`src/rtl/layer_serializer.sv`:
```
// -----------------------------------------------------------------------------
// layer_serializer
//
// Collects the NN per-neuron results of a fully-connected layer, each arriving
// with its own one-cycle valid pulse, and once every neuron has reported,
// replays them one word per cycle (neuron 0 first) as the serial x_valid/x_in
// stream for the next layer.
//
// Ports:
//   clk          rising-edge clock
//   rst          asynchronous, active-low reset
//   in_valid     [NN]            per-neuron result-valid pulses
//   in_data      [NN*dataWidth]  neuron i result at [i*dataWidth +: dataWidth]
//   clr_overrun  synchronous clear of the sticky overrun flag
//   out_valid    serial word valid
//   out_data     [dataWidth]     serial word, holds when out_valid is low
//   busy         high while a frame is being shifted out
//   overrun      sticky protocol-error flag (repeat pulse, or pulse during shift)
//
// Optional build macro LAYER_SER_MAXOUT_EN adds:
//   max_idx      [$clog2(NN)]    argmax (signed, ties -> lower index) of the frame
//   max_valid    one-cycle pulse in the cycle after the last word
// -----------------------------------------------------------------------------
module layer_serializer #(
    parameter int NN        = 30,
    parameter int dataWidth = 16
) (
    input  logic                      clk,
    input  logic                      rst,
    input  logic [NN-1:0]             in_valid,
    input  logic [NN*dataWidth-1:0]   in_data,
    input  logic                      clr_overrun,
    output logic                      out_valid,
    output logic [dataWidth-1:0]      out_data,
    output logic                      busy,
    output logic                      overrun
`ifdef LAYER_SER_MAXOUT_EN
    ,
    output logic [$clog2(NN)-1:0]     max_idx,
    output logic                      max_valid
`endif
);

    localparam int CW = $clog2(NN);

    typedef enum logic {COLLECT, SHIFT} state_e;

    state_e                 state_q, state_d;
    logic [NN-1:0]          mask_q, mask_d;
    logic [CW-1:0]          count_q, count_d;
    logic                   out_valid_q, out_valid_d;
    logic [dataWidth-1:0]   out_data_q, out_data_d;
    logic                   busy_q, busy_d;
    logic                   overrun_q, overrun_d;
    logic [dataWidth-1:0]   buf_q [NN];

    logic                   frame_done;
    logic                   last_word;
    logic                   set_ovr;

    // The completing edge counts data arriving on that same edge.
    assign frame_done = (state_q == COLLECT) && (&(mask_q | in_valid));
    assign last_word  = (count_q == CW'(NN - 1));

    // NOTE: the word buffer has no reset; every entry is rewritten before a
    // frame can start, so resetting it would only cost flops and routing.
    always_ff @(posedge clk) begin
        if (state_q == COLLECT) begin
            for (int i = 0; i < NN; i++) begin
                if (in_valid[i]) buf_q[i] <= in_data[i*dataWidth +: dataWidth];
            end
        end
    end

    // State register
    always_ff @(posedge clk or negedge rst) begin
        if (!rst) begin
            state_q     <= COLLECT;
            mask_q      <= '0;
            count_q     <= '0;
            out_valid_q <= 1'b0;
            out_data_q  <= '0;
            busy_q      <= 1'b0;
            overrun_q   <= 1'b0;
        end else begin
            state_q     <= state_d;
            mask_q      <= mask_d;
            count_q     <= count_d;
            out_valid_q <= out_valid_d;
            out_data_q  <= out_data_d;
            busy_q      <= busy_d;
            overrun_q   <= overrun_d;
        end
    end

    // Next-state logic
    always_comb begin
        state_d = state_q;
        case (state_q)
            COLLECT: if (frame_done) state_d = SHIFT;
            SHIFT:   if (last_word)  state_d = COLLECT;
            default: state_d = COLLECT;
        endcase
    end

    // Output / datapath logic
    // NOTE: every signal gets a default before the case so no path leaves it
    // unassigned, which would infer a latch.
    always_comb begin
        mask_d      = mask_q;
        count_d     = count_q;
        out_valid_d = out_valid_q;
        out_data_d  = out_data_q;
        busy_d      = busy_q;
        set_ovr     = 1'b0;
        case (state_q)
            COLLECT: begin
                mask_d  = mask_q | in_valid;
                set_ovr = |(in_valid & mask_q);
                if (frame_done) begin
                    mask_d      = '0;
                    count_d     = '0;
                    out_valid_d = 1'b1;
                    busy_d      = 1'b1;
                    // Word 0 may be landing in the buffer on this very edge.
                    out_data_d  = in_valid[0] ? in_data[dataWidth-1:0] : buf_q[0];
                end
            end
            SHIFT: begin
                set_ovr = |in_valid;
                if (last_word) begin
                    out_valid_d = 1'b0;
                    busy_d      = 1'b0;
                end else begin
                    count_d    = count_q + CW'(1);
                    out_data_d = buf_q[count_q + CW'(1)];
                end
            end
            default: ;
        endcase
        // Set has priority over clear.
        overrun_d = set_ovr ? 1'b1 : (clr_overrun ? 1'b0 : overrun_q);
    end

    assign out_valid = out_valid_q;
    assign out_data  = out_data_q;
    assign busy      = busy_q;
    assign overrun   = overrun_q;

`ifdef LAYER_SER_MAXOUT_EN
    logic [dataWidth-1:0] run_max_q, run_max_d;
    logic [CW-1:0]        run_idx_q, run_idx_d;
    logic [CW-1:0]        max_idx_q, max_idx_d;
    logic                 max_valid_q, max_valid_d;
    logic                 take_cur;

    // The word currently on out_data is index count_q; strict '>' keeps the
    // lower index on ties.
    assign take_cur = (count_q == '0) || ($signed(out_data_q) > $signed(run_max_q));

    always_comb begin
        run_max_d   = run_max_q;
        run_idx_d   = run_idx_q;
        max_idx_d   = max_idx_q;
        max_valid_d = 1'b0;
        if (state_q == SHIFT) begin
            if (take_cur) begin
                run_max_d = out_data_q;
                run_idx_d = count_q;
            end
            if (last_word) begin
                max_valid_d = 1'b1;
                max_idx_d   = take_cur ? count_q : run_idx_q;
            end
        end
    end

    always_ff @(posedge clk or negedge rst) begin
        if (!rst) begin
            run_max_q   <= '0;
            run_idx_q   <= '0;
            max_idx_q   <= '0;
            max_valid_q <= 1'b0;
        end else begin
            run_max_q   <= run_max_d;
            run_idx_q   <= run_idx_d;
            max_idx_q   <= max_idx_d;
            max_valid_q <= max_valid_d;
        end
    end

    assign max_idx   = max_idx_q;
    assign max_valid = max_valid_q;
`endif

endmodule

```
`config.mk`:
```
export PLATFORM = sky130hd
export DESIGN_NAME = layer_serializer
export DESIGN_NICKNAME = d
export VERILOG_FILES = /design/src/rtl/layer_serializer.sv
export SDC_FILE = /design/constraint.sdc
export NUM_CORES = 1
export LEC_CHECK = 0
export BUFFER_PORTS_ARGS = -buffer_cell sky130_fd_sc_hd__buf_2
export CAP_MARGIN = 20
export CORE_ASPECT_RATIO = 0.9
export CORE_UTILIZATION = 45
export DETAILED_ROUTE_END_ITERATION = 10
export GPL_TIMING_DRIVEN = 1
export PLACE_DENSITY_LB_ADDON = 0.08
export SETUP_SLACK_MARGIN = 0.15
export SYNTH_ARGS = -nofsm -noshare
export SYNTH_HDL_FRONTEND = slang
export SYNTH_SLANG_ARGS = --single-unit
export TNS_END_PERCENT = 50
```
`constraint.sdc`:
```
create_clock -name clk -period 5.3 [get_ports clk]
set_clock_uncertainty 0.2 [all_clocks]
set_input_delay 0.265 -clock clk [delete_from_list [all_inputs] [get_ports clk]]
set_output_delay 0.265 -clock clk [all_outputs]
set_load 0.02 [all_outputs]
```
# Word level (Yosys, flattened, before mapping)
# Memories as Yosys holds them, arrays and structs flattened.
# Cells that the tools add are included.
[totals]
regBits = 54
ram_bits = 480
inputBits = 513
word_cells = 129
mem_count = 1
[memory_table]
columns = ["name", "words", "width", "rd", "rd_clocked_by_memory_dff", "wr", "line_no", "rtl"]
rows = [
  ["buf_q", 30, 16, 2, 0, 30, "55", "logic [dataWidth-1:0] buf_q [NN];"],
]
[classes]
add_sub_neg = 1
n_eq_ne = 4
muxes = 107
n_bitwise = 3
n_reduce_logical = 7
[op_table]
columns = ["operator", "n"]
rows = [
  ["$mux W1", 96],
  ["$reduce_or A30 Y1", 2],
  ["$mux W16", 3],
  ["$pmux W16 S2", 1],
  ["$and A30 B30 Y30", 1],
  ["$mux W30", 1],
  ["$or A30 B30 Y30", 1],
  ["$reduce_and A30 Y1", 1],
  ["$mux W5", 2],
  ["$pmux W5 S2", 1],
  ["$pmux W1 S2", 3],
  ["$add A5 B1 Y5 const B", 1],
  ["$eq A5 B5 Y1 const B", 1],
  ["$ne A2 B2 Y1 const B", 2],
  ["$reduce_and A2 Y1", 2],
  ["$ne A2 B1 Y1 const B", 1],
  ["$reduce_bool A2 Y1", 1],
  ["$logic_and A1 B1 Y1", 1],
  ["$not A1 Y1", 1],
]

# Longest topological paths before layout
# Gate-level depths: netlist of the first run.
[depth]
depth_word = 5
mapped_depth = 10
ltp_nobuf = 7

# Least setup slack after synthesis of the first run
# No wires, ideal clock.
[synth_timing]
kind = "reg2reg"
startpoint = "register count_q[1]"
endpoint = "register out_data_q[0] (netlist: out_data[0])"
setup_ps = 141
arrival_time_ps = 2120
slack_ps = 2839
path_stages_with_launch = 8
path_buffers = 1
cell_sequence = "dfrtp_1 > ha_1 > xor2_4 > buf_6 > mux4_1 > mux2i_1 > o221a_1 > a41oi_2"
[synth_via]
elab_chain_len = 4
[synth_rtl]
columns = ["item", "line_no", "rtl"]
rows = [
  ["from (decl)", "50", "logic [CW-1:0] count_q, count_d;"],
  ["from (signal assigned)", "88", "count_q <= count_d;"],
  ["$add A5 B1 Y5", "136", "out_data_d = buf_q[count_q + CW'(1)];"],
  ["$mem_v2 Z30 W16", "--", ""],
  ["$mux W16", "131", "if (last_word) begin"],
  ["$pmux W16 S2", "116", "case (state_q)"],
  ["to (signal assigned)", "90", "out_data_q <= out_data_d;"],
  ["to (decl)", "52", "logic [dataWidth-1:0] out_data_q, out_data_d;"],
]
# Several ways; a longest one is shown, not always the timed one. The select of a mux whose other input is x is not followed.
# A chain may end at the register's enable or synchronous reset.

# Final worst setup path of the first run
[layout_timing]
startpoint = "register count_q[0]"
endpoint = "register out_data_q[6] (netlist: out_data[6])"
# Same word-level chain as after synthesis.

==> impl_metrics.csv, run 1 <==
group,metric,value,unit
cts,cts_tree,"yes",
synth,synth-edff-count,480,
place,place_hpwl,50700,um
place,dp_slack,1230,ps
critical_path,regToRegEndpoint,"out_data[6]",
die,dieArea,48300,um2
hold_path,min_to,"mask_q[21]",
critical_path,cp.buffers_inverters,1,
synth,async_flop_share,10.1,%
route,wirelength,77800,um
die,die_h,208,um
critical_path,startpoint_type,"register",
power,p_total,16.6,mW
route,firstDrtPassIters,5,
place,place_congestion,0.899,
critical_path,required,5570,ps
synth,synth_area_leaders,"edfxtp_1 68%, dfrtp_1 6.3%, nand2_1 4.2%",
synth,syn_nets,1888,
synth,synth_top_family_by_area,"simple AND/OR/NAND/NOR gates",
final_layout,layout_commonest_cell,"buf_2",
timing,holdWs,-8.91,ps
synth,synth_xor_area_share,0.293,%
die,die_w,231,um
route,wl_per_cell,25.2,um
global_routing,overflow,0,
cts,cts_buffers,55,
critical_path,timing.rr.start,"count_q[0]",
global_routing,antenna_found_initial,16,
cts,clock-root-buffer,"clkbuf_16",
critical_path,worstSetupPathType,"reg -> reg",
place,place_area,24700,um2
synth,synthSimpleGateAreaFrac,10.3,%
place,io_buffers,531,
power,p_per_area,525,nW/um2
synth,synth-compound-area-share,5.82,%
cts,cts_resized,0,
synth,syn-cell-area,21300,um2
global_routing,grt_pass1_wl,112000,um
cts,htreeDepth,2,
critical_path,ff2ff_setup_slack,1280,ps
critical_path,cp_data_arrival_time,4290,ps
die,rows,75,
final_layout,area_growth,48.4,%
global_routing,grt_max_degree,129,
final_layout,final_area,31600,um2
critical_path,crit_fanout,31,
outcome,outcome,"finished with violations",
synth,synth_flop_cell,"edfxtp_1",
route,num_vias,16800,
timing,period_share,75.8,%
timing,tightest_slew,1100,ps
power,peakVddDrop,551,uV
power,p_leak,12.3,nW
route,vias_per_cell,5.44,
timing,fin_crit,4020,ps
critical_path,path_cells,"ha_1, xor2_4, buf_4, mux4_1, mux2i_1, o221a_1, a41oi_2",
run,max_cap_viol_count,0,
timing,finalHoldViolations,1,
critical_path,cp-end-kind,"register",
final_layout,final_cell_mix,"531 x buf_2, 495 x dlygate4sd3_1, 480 x edfxtp_1",
global_routing,track_usage,32.1,%
final_layout,fin_util,67.8,%
die,start_util,45.7,%
timing,setup_slack,1280,ps
route,first_iter_violations,1456,
cts,clock_latency,600,ps
global_routing,grt_pass1_vias,17300,
synth,synthCells,1373,
timing,rsz0062_at_grt,"false",
synth,ys_seq_area_share,73.9,%
critical_path,reg2reg_depth,7,
synth,synth.distinct_cells,46,
hold_path,hold_path.class,"in -> reg",
cts,clkSinkCount,534,
timing,finalSetupViolCount,0,
synth,yosys.area.top_type,"edfxtp_1",
critical_path,crit_slowest_cell,"dfrtp_2",
route,post-route-drc-count,0,
final_layout,drive_gt1_share,29.5,%
timing,finalSetupTns,0,ps
synth,avgSynthCellArea,15.5,um2
final_layout,finalNetCount,2926,
critical_path,max_stage_delay,910,ps
synth,ys_ff_latch,534,
outcome,violations,"hold timing",
cts,path_clk_slew,60,ps
synth,synth_top_area_share,67.6,%
cts,cts_buffer_depth,3,
die,fp.coreArea,46600,um2
synth,synth_adder_area_share,0.117,%
critical_path,cp_top_family,"multiplexers",
route,ant_nets,0,
hold_path,hold_path_startpoint,"in_valid[21]",
timing,relSlewSlack,26.1,%
critical_path,cp-startpoint,"count_q[0]",
hold_path,min_path_cells,4,
die,pin_count,532,
synth,ys_warn_count,0,
timing,drv_slew,0,
timing,max_freq,249,MHz
synth,synth.mux.area_fraction,7.46,%
## metrics by stage
stage	cells	hold slack, ps
5_1_grt	3083	15.0
3_5_place_dp	2468	243
3_3_place_gp	2461	241
6_report	3086	-8.91
4_1_cts	3061	5.42
2_1_floorplan	1373	-231
## power by group
part	internal, mW	switching [mW]
clock network	2.21	1.65
registers	5.65	0.472
logic	2.48	4.15
## tightest hold or removal path: stages
cell     delay, ps
buf_2          150
nor2b_2        200
nor2_1          90
nor2_1          40
## registers in the layout (all words and copies together) (netlist names)
register  flops
busy          1
count_q       5
mask_q       30
state_q       1
out_data     16
overrun       1
buf_q       480
## area by class of cell
class,count,area [um2]
sequential,534,15800
fill,3257,15000
timing repair buffer,1059,8030
multi-input combinational,756,5240
clock buffer,74,1520
tap,616,771
clock inverter,28,253
antenna,14,35.0
inverter,5,18.8
## cell families after synthesis
logic type	Yosys count
XOR/XNOR	5
buffers and inverters	83
AO/OA/AOI/OAI	139
adder cells (fa/ha/maj)	2
multiplexers	117
flip-flops	534
AND/OR/NAND/NOR	493
## worst max path at each step
| stage | end | cells after the start |
|---|---|---|
| floorplan | out_data[0] | 7 |
| global placement | out_data[6] | 7 |
| detailed placement | out_data[10] | 7 |
| CTS | out_data[10] | 7 |
| global route | out_data[6] | 7 |
| finish | out_data[6] | 7 |
## metal layers
metal | global-route usage (%) | part of all wire (%) | vias to the layer above | wire length [um]
li1 | - | - | 7406 | -
met1 | 43.8 | 40 | 8250 | 31500
met2 | 49.2 | 46 | 943 | 36000
met3 | 7.68 | 9.1 | 168 | 7090
met4 | 13.7 | 4.1 | 6 | 3230
met5 | 0 | 0.045 | - | 35
## timing repair
action,in CTS,in global routing
setup buffers,0,0
hold buffers,491,4
endpoints found under the hold margin,547,5
## cells in the mapped netlist (3+ instances only)
master / instances
nand3_1: 65
nor4_1: 9
a22oi_1: 7
nor3_1: 5
buf_4: 6
inv_1: 5
nand2_1: 237
o22ai_1: 32
mux4_1: 11
a221oi_1: 4
mux2_2: 3
dfrtp_1: 54
a22o_1: 5
clkbuf_1: 28
mux4_2: 19
a31oi_1: 16
a41oi_2: 16
nor2_1: 87
and3_1: 16
buf_6: 7
nor2b_1: 32
a32oi_1: 15
edfxtp_1: 480
xnor2_1: 3
mux2i_1: 84
nand4_1: 37
o221a_1: 15
o21ai_0: 6
a221o_1: 16
buf_2: 34
Power figures use the tool's default switching activity.
==> inputs of run 2 (changes only) <==
==> constraint.sdc (replaced) <==
create_clock -name clk -period 3.8 [get_ports clk]
set_clock_uncertainty 0.2 [all_clocks]
set_input_delay 0.19 -clock clk [delete_from_list [all_inputs] [get_ports clk]]
set_output_delay 0.19 -clock clk [all_outputs]
set_load 0.02 [all_outputs]
==> impl_metrics.csv, run 2 (synthesized netlist as in run 1, its figures left out) <==
group,metric,value,unit
final_layout,final_cell_mix,"531 x buf_2, 494 x dlygate4sd3_1, 480 x edfxtp_1",
final_layout,fin_cells,3095,
global_routing,overflow,0,
power,peakVddDrop,551,uV
power,power_frac_comb,41.7,%
hold_path,hold_path_startpoint,"in_valid[22]",
die,die_w,231,um
critical_path,cp-endpoint,"out_data[5]",
power,p_sw,8.77,mW
timing,finalSetupViolCount,0,
hold_path,hold_path.class,"in -> reg",
timing,finalHoldViolations,0,
timing,tightest_slew,1130,ps
cts,cts_buffers,54,
power,p_total,22.9,mW
route,vias_per_cell,5.49,
die,dieArea,48300,um2
die,start_util,45.7,%
critical_path,cp-end-kind,"register",
critical_path,crit_slowest_cell,"mux4_2",
power,p_leak,12.3,nW
power,p_per_area,727,nW/um2
cts,clock-root-buffer,"clkbuf_16",
final_layout,layout_commonest_cell,"buf_2",
timing,fin_crit,3240,ps
cts,cts_tree,"yes",
critical_path,cp_data_arrival_time,3510,ps
timing,rsz0062_at_grt,"false",
place,dp_slack,547,ps
cts,cts_buffer_depth,3,
global_routing,antenna_found_initial,12,
critical_path,ff2ff_setup_slack,560,ps
power,seq_power_share,36.7,%
global_routing,grt_pass1_wl,114000,um
critical_path,crit_fanout,9,
route,firstDrtPassIters,7,
timing,setup_slack,556,ps
critical_path,regToRegEndpoint,"out_data[5]",
final_layout,area_growth,48.0,%
route,wl_per_cell,25.6,um
route,wirelength,79200,um
run,max_cap_viol_count,0,
critical_path,startpoint_type,"register",
cts,clkSinkCount,534,
timing,finalSetupTns,0,ps
final_layout,top_register,"buf_q",
critical_path,cp-startpoint,"count_q[1]",
final_layout,drive_gt1_share,29.8,%
place,place_hpwl,52200,um
die,die_h,208,um
critical_path,cp_top_family,"multiplexers",
critical_path,reg2reg_depth,7,
timing,drv_slew,0,
route,post-route-drc-count,0,
power,pwr-share-clk,21.6,%
final_layout,largest_reg_flops,480,
critical_path,path_cells,"ha_1, xor2_4, buf_4, mux4_2, mux2i_1, o221a_1, a41oi_2",
global_routing,grt_pass1_vias,17600,
critical_path,required,4060,ps
global_routing,grt_max_degree,82,
final_layout,finalNetCount,2942,
cts,htreeDepth,2,
place,place_congestion,0.892,
place,io_buffers,531,
die,fp.coreArea,46600,um2
cts,clock_latency,620,ps
critical_path,cp_num_cells,7,
timing,relSlewSlack,24.4,%
power,swShare,38.2,%
die,pin_count,532,
route,first_iter_violations,1656,
global_routing,track_usage,32.6,%
cts,path_clk_slew,60,ps
timing,max_freq,308,MHz
route,num_vias,17000,
power,p_int,14.2,mW
critical_path,cp.buffers_inverters,1,
die,rows,75,
route,ant_nets,0,
critical_path,worstSetupPathType,"reg -> reg",
place,dp.cells,2487,
cts,postCtsSetupRepairBufs,0,
outcome,outcome,"completed",
critical_path,timing.rr.start,"count_q[1]",
timing,period_share,85.4,%
critical_path,max_stage_delay,520,ps
## run 2: cell types whose count changed in the layout (fill, tap and decap cells not counted), sizes merged
cell,before,now
clkbuf,76,69
dlygate4sd3,495,494
bufinv,4,1
clkinv,17,23
clkinvlp,7,1
inv,5,7
buf,562,581
diode,14,13
## run 2: power by group through the flow
| stage | Sequential, mW | Clock, mW | Combinational [mW] |
|---|---|---|---|
| detailed placement | 8.51 | 0 | 9.02 |
| finish | 8.42 | 4.95 | 9.58 |
| floorplan | 8.41 | 0 | 5.68 |
| global placement | 8.51 | 0 | 8.82 |
| global route | 8.51 | 5.20 | 10.1 |
| CTS | 8.41 | 5.00 | 9.45 |
## run 2: worst min path at each step
stage / slack [ps] / cells past startpoint / endpoint
after CTS: 20 / 2 / buf_q[28][8]
after global placement: 170 / 1 / buf_q[26][5]
after floorplan: -310 / 0 / busy
after global routing: 40 / 5 / mask_q[22]
final: 9 / 5 / mask_q[22]
after detailed placement: 170 / 1 / buf_q[15][6]
## run 2: area by class of cell
type	instances	area, um2
Antenna cell	13	32.5
Clock buffer	68	1410
Clock inverter	27	173
Fill cell	3301	15100
Inverter	5	18.8
Multi-Input combinational cell	756	5240
Sequential cell	534	15800
Tap cell	616	771
Timing Repair Buffer	1076	8140
## run 2: worst reg2reg max path: cells and delay by family (launching register included)
family / cells / cell delay (ps)
AOI/OAI and AO/OA: 2 / 510
xor gates and xnor gates: 1 / 410
buffers and inverters: 1 / 300
muxes: 2 / 900
DFF: 1 / 410
adders and majority gates: 1 / 370
## run 2: through the flow
stage | hold slack [ps] | cell area, um2 | util, %
6_report | 8.99 | 31600 | 67.7
5_1_grt | 44.9 | 31600 | 67.6
4_1_cts | 23.6 | 31400 | 67.3
3_5_place_dp | 168 | 24900 | 53.4
3_3_place_gp | 168 | 24800 | 53.2
2_1_floorplan | -306 | 21300 | -
## run 2: layer usage
layer | vias to the layer above | part of all wire, % | GRT usage [%]
li1 | 7444 | - | -
met1 | 8410 | 41 | 44.6
met2 | 954 | 47 | 51.7
met3 | 171 | 7.6 | 5.36
met4 | 2 | 4.2 | 14.3
met5 | - | 0.016 | 0
## run 2: what timing repair did
action | in CTS | in global routing
endpoints found under the setup margin | 0 | 0
hold endpoints to repair | 552 | 6
gates resized for setup | 0 | 0
hold buffers | 489 | 5
